==> config.mk <==
export PLATFORM = sky130hd
export DESIGN_NAME = core_if_pf_flat
export DESIGN_NICKNAME = d
export VERILOG_FILES = /design/src/rtl/core_if_pf_if.sv /design/src/rtl/core_if_pf.sv /design/src/flat_wrapper.sv
export SDC_FILE = /design/constraint.sdc
export NUM_CORES = 1
export LEC_CHECK = 0
export CORE_AREA = 2 2 201 203
export CTS_BUF_LIST = sky130_fd_sc_hd__clkbuf_8
export CTS_CLUSTER_DIAMETER = 40
export DETAILED_ROUTE_END_ITERATION = 12
export DIE_AREA = 0 0 203 205
export GPL_TIMING_DRIVEN = 0
export PLACE_DENSITY = 0.54
export SETUP_SLACK_MARGIN = 0.4
export SLEW_MARGIN = 20
export SYNTH_ARGS = -nofsm -noshare
export SYNTH_HDL_FRONTEND = slang
export SYNTH_SLANG_ARGS = --single-unit
==> constraint.sdc <==
create_clock -name clk -period 3.4 [get_ports clk]
set_input_delay 0.68 -clock clk [delete_from_list [all_inputs] [get_ports clk]]
set_output_delay 0.68 -clock clk [all_outputs]
set_load 0.05 [all_outputs]
==> src/rtl/core_if_pf_if.sv <==
// Pipelined wishbone fetch bus between the prefetcher (master) and memory (slave).
// Define CORE_IF_PF_ERR_EN to add the bus_err response line.
interface core_if_pf_if #(
  parameter int AW = 32
);
  logic [AW-1:0] bus_adr;
  logic          bus_cyc;
  logic          bus_stb;
  logic          bus_we;
  logic [3:0]    bus_sel;
  logic [31:0]   bus_dat_i;
  logic          bus_ack;
  logic          bus_stall;
`ifdef CORE_IF_PF_ERR_EN
  logic          bus_err;
`endif

  modport master (
    output bus_adr, bus_cyc, bus_stb, bus_we, bus_sel,
    input  bus_dat_i, bus_ack, bus_stall
`ifdef CORE_IF_PF_ERR_EN
    , input bus_err
`endif
  );

  modport slave (
    input  bus_adr, bus_cyc, bus_stb, bus_we, bus_sel,
    output bus_dat_i, bus_ack, bus_stall
`ifdef CORE_IF_PF_ERR_EN
    , output bus_err
`endif
  );
endinterface

==> src/rtl/core_if_pf.sv <==
// Instruction prefetcher: issues pipelined wishbone reads into a DEPTH-entry FIFO.
// Optional fault reporting (bus_err / if_fault) is enabled by defining CORE_IF_PF_ERR_EN.
module core_if_pf #(
  parameter int          AW       = 32,
  parameter int          DEPTH    = 4,
  parameter logic [31:0] RESET_PC = 32'h0
) (
  input  logic            clk,
  input  logic            rst,
  core_if_pf_if.master    bus,
  input  logic            if_halt,
  input  logic            set_pc,
  input  logic [AW-1:0]   new_pc,
  input  logic            if_ready,
  output logic            if_valid,
  output logic [AW-1:0]   if_pc,
  output logic [31:0]     if_instr
`ifdef CORE_IF_PF_ERR_EN
  , output logic          if_fault
`endif
);

  localparam int            PW       = (DEPTH > 1) ? $clog2(DEPTH) : 1;
  localparam int            CW       = PW + 1;
  localparam logic [CW:0]   DEPTH_C  = (CW + 1)'(DEPTH);
  localparam logic [AW-1:0] PC_INC   = AW'(4);
  localparam logic [AW-1:0] RST_PC   = RESET_PC[AW-1:0];
  localparam logic [AW-1:0] ALIGN_MK = {{(AW - 2){1'b1}}, 2'b00};

  logic [AW-1:0] fpc_q, fpc_d;
  logic [AW-1:0] rpc_q, rpc_d;
  logic [CW-1:0] cnt_q, cnt_d;
  logic [CW-1:0] out_q, out_d;
  logic [CW-1:0] drop_q, drop_d;
  logic [PW-1:0] wr_q, wr_d;
  logic [PW-1:0] rd_q, rd_d;

  logic [AW-1:0] pc_mem  [DEPTH];
  logic [31:0]   ins_mem [DEPTH];

  logic [CW:0]   credit_sum;
  logic          err_in;
  logic          blocked;
  logic          stb;
  logic          issue;
  logic          resp;
  logic          dropping;
  logic          push;
  logic          pop;

`ifdef CORE_IF_PF_ERR_EN
  logic fault_q, fault_d;
  assign err_in   = bus.bus_err;
  assign blocked  = fault_q;
  assign if_fault = fault_q;
`else
  assign err_in   = 1'b0;
  assign blocked  = 1'b0;
`endif

  // Credits count both buffered entries and in-flight requests, so the FIFO can never overflow.
  assign credit_sum = {1'b0, cnt_q} + {1'b0, out_q};
  assign stb        = !rst && !if_halt && !set_pc && !blocked && (credit_sum < DEPTH_C);
  assign issue      = stb && !bus.bus_stall;
  assign resp       = (bus.bus_ack || err_in) && (out_q != '0);
  assign dropping   = resp && (drop_q != '0);
  assign push       = resp && !dropping && bus.bus_ack && !err_in && !set_pc && !rst;
  assign pop        = (cnt_q != '0) && if_ready;

  always_comb begin
    fpc_d  = issue ? fpc_q + PC_INC : fpc_q;
    rpc_d  = push ? rpc_q + PC_INC : rpc_q;
    out_d  = out_q + CW'(issue) - CW'(resp);
    drop_d = dropping ? drop_q - CW'(1) : drop_q;
    cnt_d  = cnt_q + CW'(push) - CW'(pop);
    wr_d   = push ? wr_q + PW'(1) : wr_q;
    rd_d   = pop ? rd_q + PW'(1) : rd_q;
`ifdef CORE_IF_PF_ERR_EN
    fault_d = fault_q | (err_in && resp && !dropping);
`endif
    // Redirect: everything still in flight becomes a response to discard.
    if (set_pc) begin
      fpc_d  = new_pc & ALIGN_MK;
      rpc_d  = new_pc & ALIGN_MK;
      cnt_d  = '0;
      wr_d   = '0;
      rd_d   = '0;
      drop_d = out_q - CW'(resp);
`ifdef CORE_IF_PF_ERR_EN
      fault_d = 1'b0;
`endif
    end
  end

  always_ff @(posedge clk) begin
    if (rst) begin
      fpc_q   <= RST_PC;
      rpc_q   <= RST_PC;
      cnt_q   <= '0;
      out_q   <= '0;
      drop_q  <= '0;
      wr_q    <= '0;
      rd_q    <= '0;
`ifdef CORE_IF_PF_ERR_EN
      fault_q <= 1'b0;
`endif
    end else begin
      fpc_q   <= fpc_d;
      rpc_q   <= rpc_d;
      cnt_q   <= cnt_d;
      out_q   <= out_d;
      drop_q  <= drop_d;
      wr_q    <= wr_d;
      rd_q    <= rd_d;
`ifdef CORE_IF_PF_ERR_EN
      fault_q <= fault_d;
`endif
    end
  end

  // Entry storage carries no reset; empty slots are masked at the outputs.
  always_ff @(posedge clk) begin
    if (push) begin
      pc_mem[wr_q]  <= rpc_q;
      ins_mem[wr_q] <= bus.bus_dat_i;
    end
  end

  assign bus.bus_adr = fpc_q;
  assign bus.bus_stb = stb;
  assign bus.bus_cyc = stb || (!rst && (out_q != '0));
  assign bus.bus_we  = 1'b0;
  assign bus.bus_sel = 4'hF;

  assign if_valid = !rst && (cnt_q != '0);
  assign if_pc    = if_valid ? pc_mem[rd_q] : '0;
  assign if_instr = if_valid ? ins_mem[rd_q] : '0;

endmodule

==> src/flat_wrapper.sv <==
// flat-port wrapper written by rule: the top's interface ports become plain ports
module core_if_pf_flat 
#(
  parameter int          AW       = 32,
  parameter int          DEPTH    = 4,
  parameter logic [31:0] RESET_PC = 32'h0
)
  (clk, rst, if_halt, set_pc, new_pc, if_ready, if_valid, if_pc, if_instr, bus_bus_adr, bus_bus_cyc, bus_bus_stb, bus_bus_we, bus_bus_sel, bus_bus_dat_i, bus_bus_ack, bus_bus_stall);
  core_if_pf_if #(.AW(AW)) bus_i ();
  input  logic clk;
  input  logic rst;
  input  logic if_halt;
  input  logic set_pc;
  input  logic [AW-1:0] new_pc;
  input  logic if_ready;
  output logic if_valid;
  output logic [AW-1:0] if_pc;
  output logic [31:0] if_instr;
  output wire logic [$bits(bus_i.bus_adr)-1:0] bus_bus_adr;
  output wire logic [$bits(bus_i.bus_cyc)-1:0] bus_bus_cyc;
  output wire logic [$bits(bus_i.bus_stb)-1:0] bus_bus_stb;
  output wire logic [$bits(bus_i.bus_we)-1:0] bus_bus_we;
  output wire logic [$bits(bus_i.bus_sel)-1:0] bus_bus_sel;
  input wire logic [$bits(bus_i.bus_dat_i)-1:0] bus_bus_dat_i;
  input wire logic [$bits(bus_i.bus_ack)-1:0] bus_bus_ack;
  input wire logic [$bits(bus_i.bus_stall)-1:0] bus_bus_stall;
  assign bus_bus_adr = bus_i.bus_adr;
  assign bus_bus_cyc = bus_i.bus_cyc;
  assign bus_bus_stb = bus_i.bus_stb;
  assign bus_bus_we = bus_i.bus_we;
  assign bus_bus_sel = bus_i.bus_sel;
  assign bus_i.bus_dat_i = bus_bus_dat_i;
  assign bus_i.bus_ack = bus_bus_ack;
  assign bus_i.bus_stall = bus_bus_stall;
  core_if_pf #(.AW(AW), .DEPTH(DEPTH), .RESET_PC(RESET_PC)) u_core (.clk(clk), .rst(rst), .bus(bus_i), .if_halt(if_halt), .set_pc(set_pc), .new_pc(new_pc), .if_ready(if_ready), .if_valid(if_valid), .if_pc(if_pc), .if_instr(if_instr));
endmodule
==> impl_metrics.tcl <==
set metrics [dict create \
    status "finished, final reports clean" \
    initial_core_util_pct 34.7 \
    slew_violations 0 \
    max-cap-violations 0 \
    clock_sinks 323 \
    rsz0062_at_grt "true" \
    hold_class "register to register" \
    drive_gt1_share_pct 23.4 \
    fmax_mhz 339 \
    async_flop_share_pct 0 \
    post_drt_via_cell_ratio 4.97 \
    port_buffers 162 \
    p_per_area_nw_per_um2 535 \
    period_minus_slack_ns 2.95 \
    nFillCells 3644 \
    wl_per_cell_um 19.8 \
    post-dp-hpwl_um 22900 \
    layout.nets 1263 \
    drcViolationCount 0 \
    crit_required_ns 2.72 \
    grt_pass1_vias 8707 \
    max_stage_delay_ns 0.55 \
    final_area_sq_um 17200 \
    grt_max_degree 41 \
    routed_wl_um 34700 \
    root_buffer "clkbuf_8" \
    cts.clk_slew.worst_paths_ns 0.06 \
    synth_fa_ha_area_share_pct 1.76 \
    start_kind "register" \
    finalHoldViolCount 0 \
    synth_edf_count 248 \
    die-area_sq_um 41600 \
    grt_pass1_wl_um 52700 \
    wl_met2_um 15800 \
    ys_seq_area_share_pct 65.5 \
    worst_pin_slew_ns 0.881 \
    instances_no_fill 1749 \
    postSynthAreaPerCell_sq_um 14.6 \
    synth_compound_area_share_pct 5.35 \
    place_congestion 0.851 \
    htreeDepth 2 \
    synth_mux_area_share_pct 11.0 \
    synth_xor_area_share_pct 1.99 \
    synth-simple-area-share_pct 11.8 \
    cts_buffer_depth 3 \
    worstSkewPairLatency_ns 0.62 \
    ios 175 \
    antenna_found_initial 0 \
    synth_top_family_by_area "simple AND/OR/NAND/NOR gates" \
    ys_ff_latch 323 \
    post-route-period-util_pct 86.8 \
    die_w_um 203 \
    rows 73 \
    wl_met1_um 15700 \
    coreArea_sq_um 39400 \
    p_leak_uw 0.00587 \
    dp.cells 1632 \
    hold_buffers 0 \
    syn_area_sq_um 13700 \
    drt-initial-drc-count 584 \
    synth_cell_types 57 \
    skew_ns 0.0187 \
    critical_path_class "register to output port" \
    arrival_ns 2.27 \
    n_antenna_cell 0 \
    relSlewSlack_pct 40.9 \
    grt_use_total_pct 16.7 \
    setup_viol 0 \
    cts_buffers 61 \
    synthFlopType "edfxtp_1" \
    num_vias 8697 \
    wl_met3_um 2370 \
    hold_ws_ns 0.507 \
    tns_ns 0 \
    ant_nets 0 \
    die_h_um 205 \
    endpoint_kind "output port" \
    slowest_stage "mux4_2" \
    area_delta_synth_final_pct 26.0 \
    ys_warn_count 0 \
    place_area_sq_um 16100 \
    path_cells "clkbuf_16 -> buf_12 -> mux4_2 -> and2_1 -> buf_2" \
    crit_fanout 10 \
    dr.pass1.iters 4 \
    grt_overflow 0 \
    cts_tree "built" \
    top_layer_used "met4" \
    ir_drop_mv 0.218 \
    synthCells 934 \
]
==> state kept, by name, summed over array words and instances (netlist names), named ones only <==
signal	flops
u_core.ins_mem	128
u_core.wr_q	2
u_core.bus.bus_adr	30
u_core.drop_q	3
u_core.cnt_q	3
u_core.out_q	3
u_core.rpc_q	30
u_core.pc_mem	120
u_core.rd_q	2
==> kinds of logic (layout without fill, tap and decap cells) <==
group,Yosys count,count (layout)
adders and majority gates,18,18
other,2,9
xor gates and xnor gates,31,31
and+or+nand+nor,297,297
AOI/OAI and AO/OA,113,113
buffers and inverters,79,362
DFF,323,323
muxes,71,71
==> where the power goes <==
part           total, uW  switching [uW]  internal [uW]
logic                945             568            377
registers           4510             127           4380
clock network       3760            1680           2080
total               9210            2380           6840
==> routing by layer <==
layer  vias to the layer above  GRT usage, %
met3                        61          3.53
met5                         -             0
met4                         0          5.55
met1                      4232          23.1
met2                       330          26.4
li1                       4074             -
==> through the flow <==
step | power (uW) | setup slack, ns | utilization [%]
floorplan | 5140 | 0.463 | -
global placement | 5520 | -0.902 | 40.6
detailed placement | 5530 | -0.728 | 40.8
CTS | 9320 | 0.336 | 43.6
global route | 9600 | 0.354 | 43.8
finish | 9210 | 0.448 | 43.8
==> worst paths after layout <==
path | start | to | slack (ns) | cells past startpoint
worst max register to register | u_core.cnt_q[1]$_SDFF_PP0_ | u_core.out_q[1]$_SDFF_PP0_ | 0.68 | 9
worst min-delay path | u_core.wr_q[1]$_SDFFE_PP0P_ | u_core.wr_q[1]$_SDFFE_PP0P_ | 0.51 | 2
worst max-delay path | register | if_pc[11] | 0.45 | 5
worst min register to register | u_core.wr_q[1]$_SDFFE_PP0P_ | u_core.wr_q[1]$_SDFFE_PP0P_ | 0.51 | 2
==> layout make-up <==
cell class                      count  area [sq um]  area share, %
Sequential cell                   323          8950           51.9
Buffer                             58           422           2.45
Inverter                           21          80.1          0.465
Clock inverter                     52           389           2.26
Tap cell                          525           657           3.81
Multi-Input combinational cell    539          4430           25.7
Clock buffer                       61           840           4.87
Timing Repair Buffer              170          1470           8.52
==> cell usage in the layout, fill, tap and decap left out, types with 30 or more instances in the layout <==
cell type	Yosys	layout
nand3_1	30	30
nand2_1	59	59
nor2_1	50	49
clkdlybuf4s50_1	0	97
edfxtp_1	248	248
clkbuf_8	0	61
mux4_2	62	62
dfxtp_1	75	73
buf_2	8	57
inv_1	19	36
and2_1	65	65
==> critical path, delay by kind of cell, from the launching register on <==
kind | cells | cell delay (ns)
buffers and inverters | 3 | 0.53
flip-flops | 1 | 0.37
multiplexers | 1 | 0.55
AND/OR/NAND/NOR | 1 | 0.18
==> synthesized netlist by cell type, types with 10 or more instances <==
| cell | n | area, sq um |
|---|---|---|
| a211oi_1 | 14 | 105 |
| a21oi_1 | 28 | 140 |
| a31oi_1 | 22 | 138 |
| and2_1 | 65 | 407 |
| and3_1 | 12 | 75.1 |
| buf_4 | 10 | 75.1 |
| clkbuf_1 | 34 | 128 |
| dfxtp_1 | 75 | 1500 |
| edfxtp_1 | 248 | 7450 |
| ha_1 | 16 | 200 |
| inv_1 | 19 | 71.3 |
| mux4_2 | 62 | 1400 |
| nand2_1 | 59 | 221 |
| nand3_1 | 30 | 150 |
| nand4_1 | 28 | 175 |
| nor2_1 | 50 | 188 |
| nor3_1 | 13 | 65.1 |
| o21ai_0 | 14 | 70.1 |
| xnor2_1 | 18 | 158 |
| xor2_1 | 13 | 114 |
==> repair_timing <==
item,CTS,global route
gates cloned,0,2
endpoints found under the setup margin,71,57
buffers inserted,2,0
pin swaps,2,0
resized for setup,360,28
Note: power is estimated with default switching activity, not from simulation.
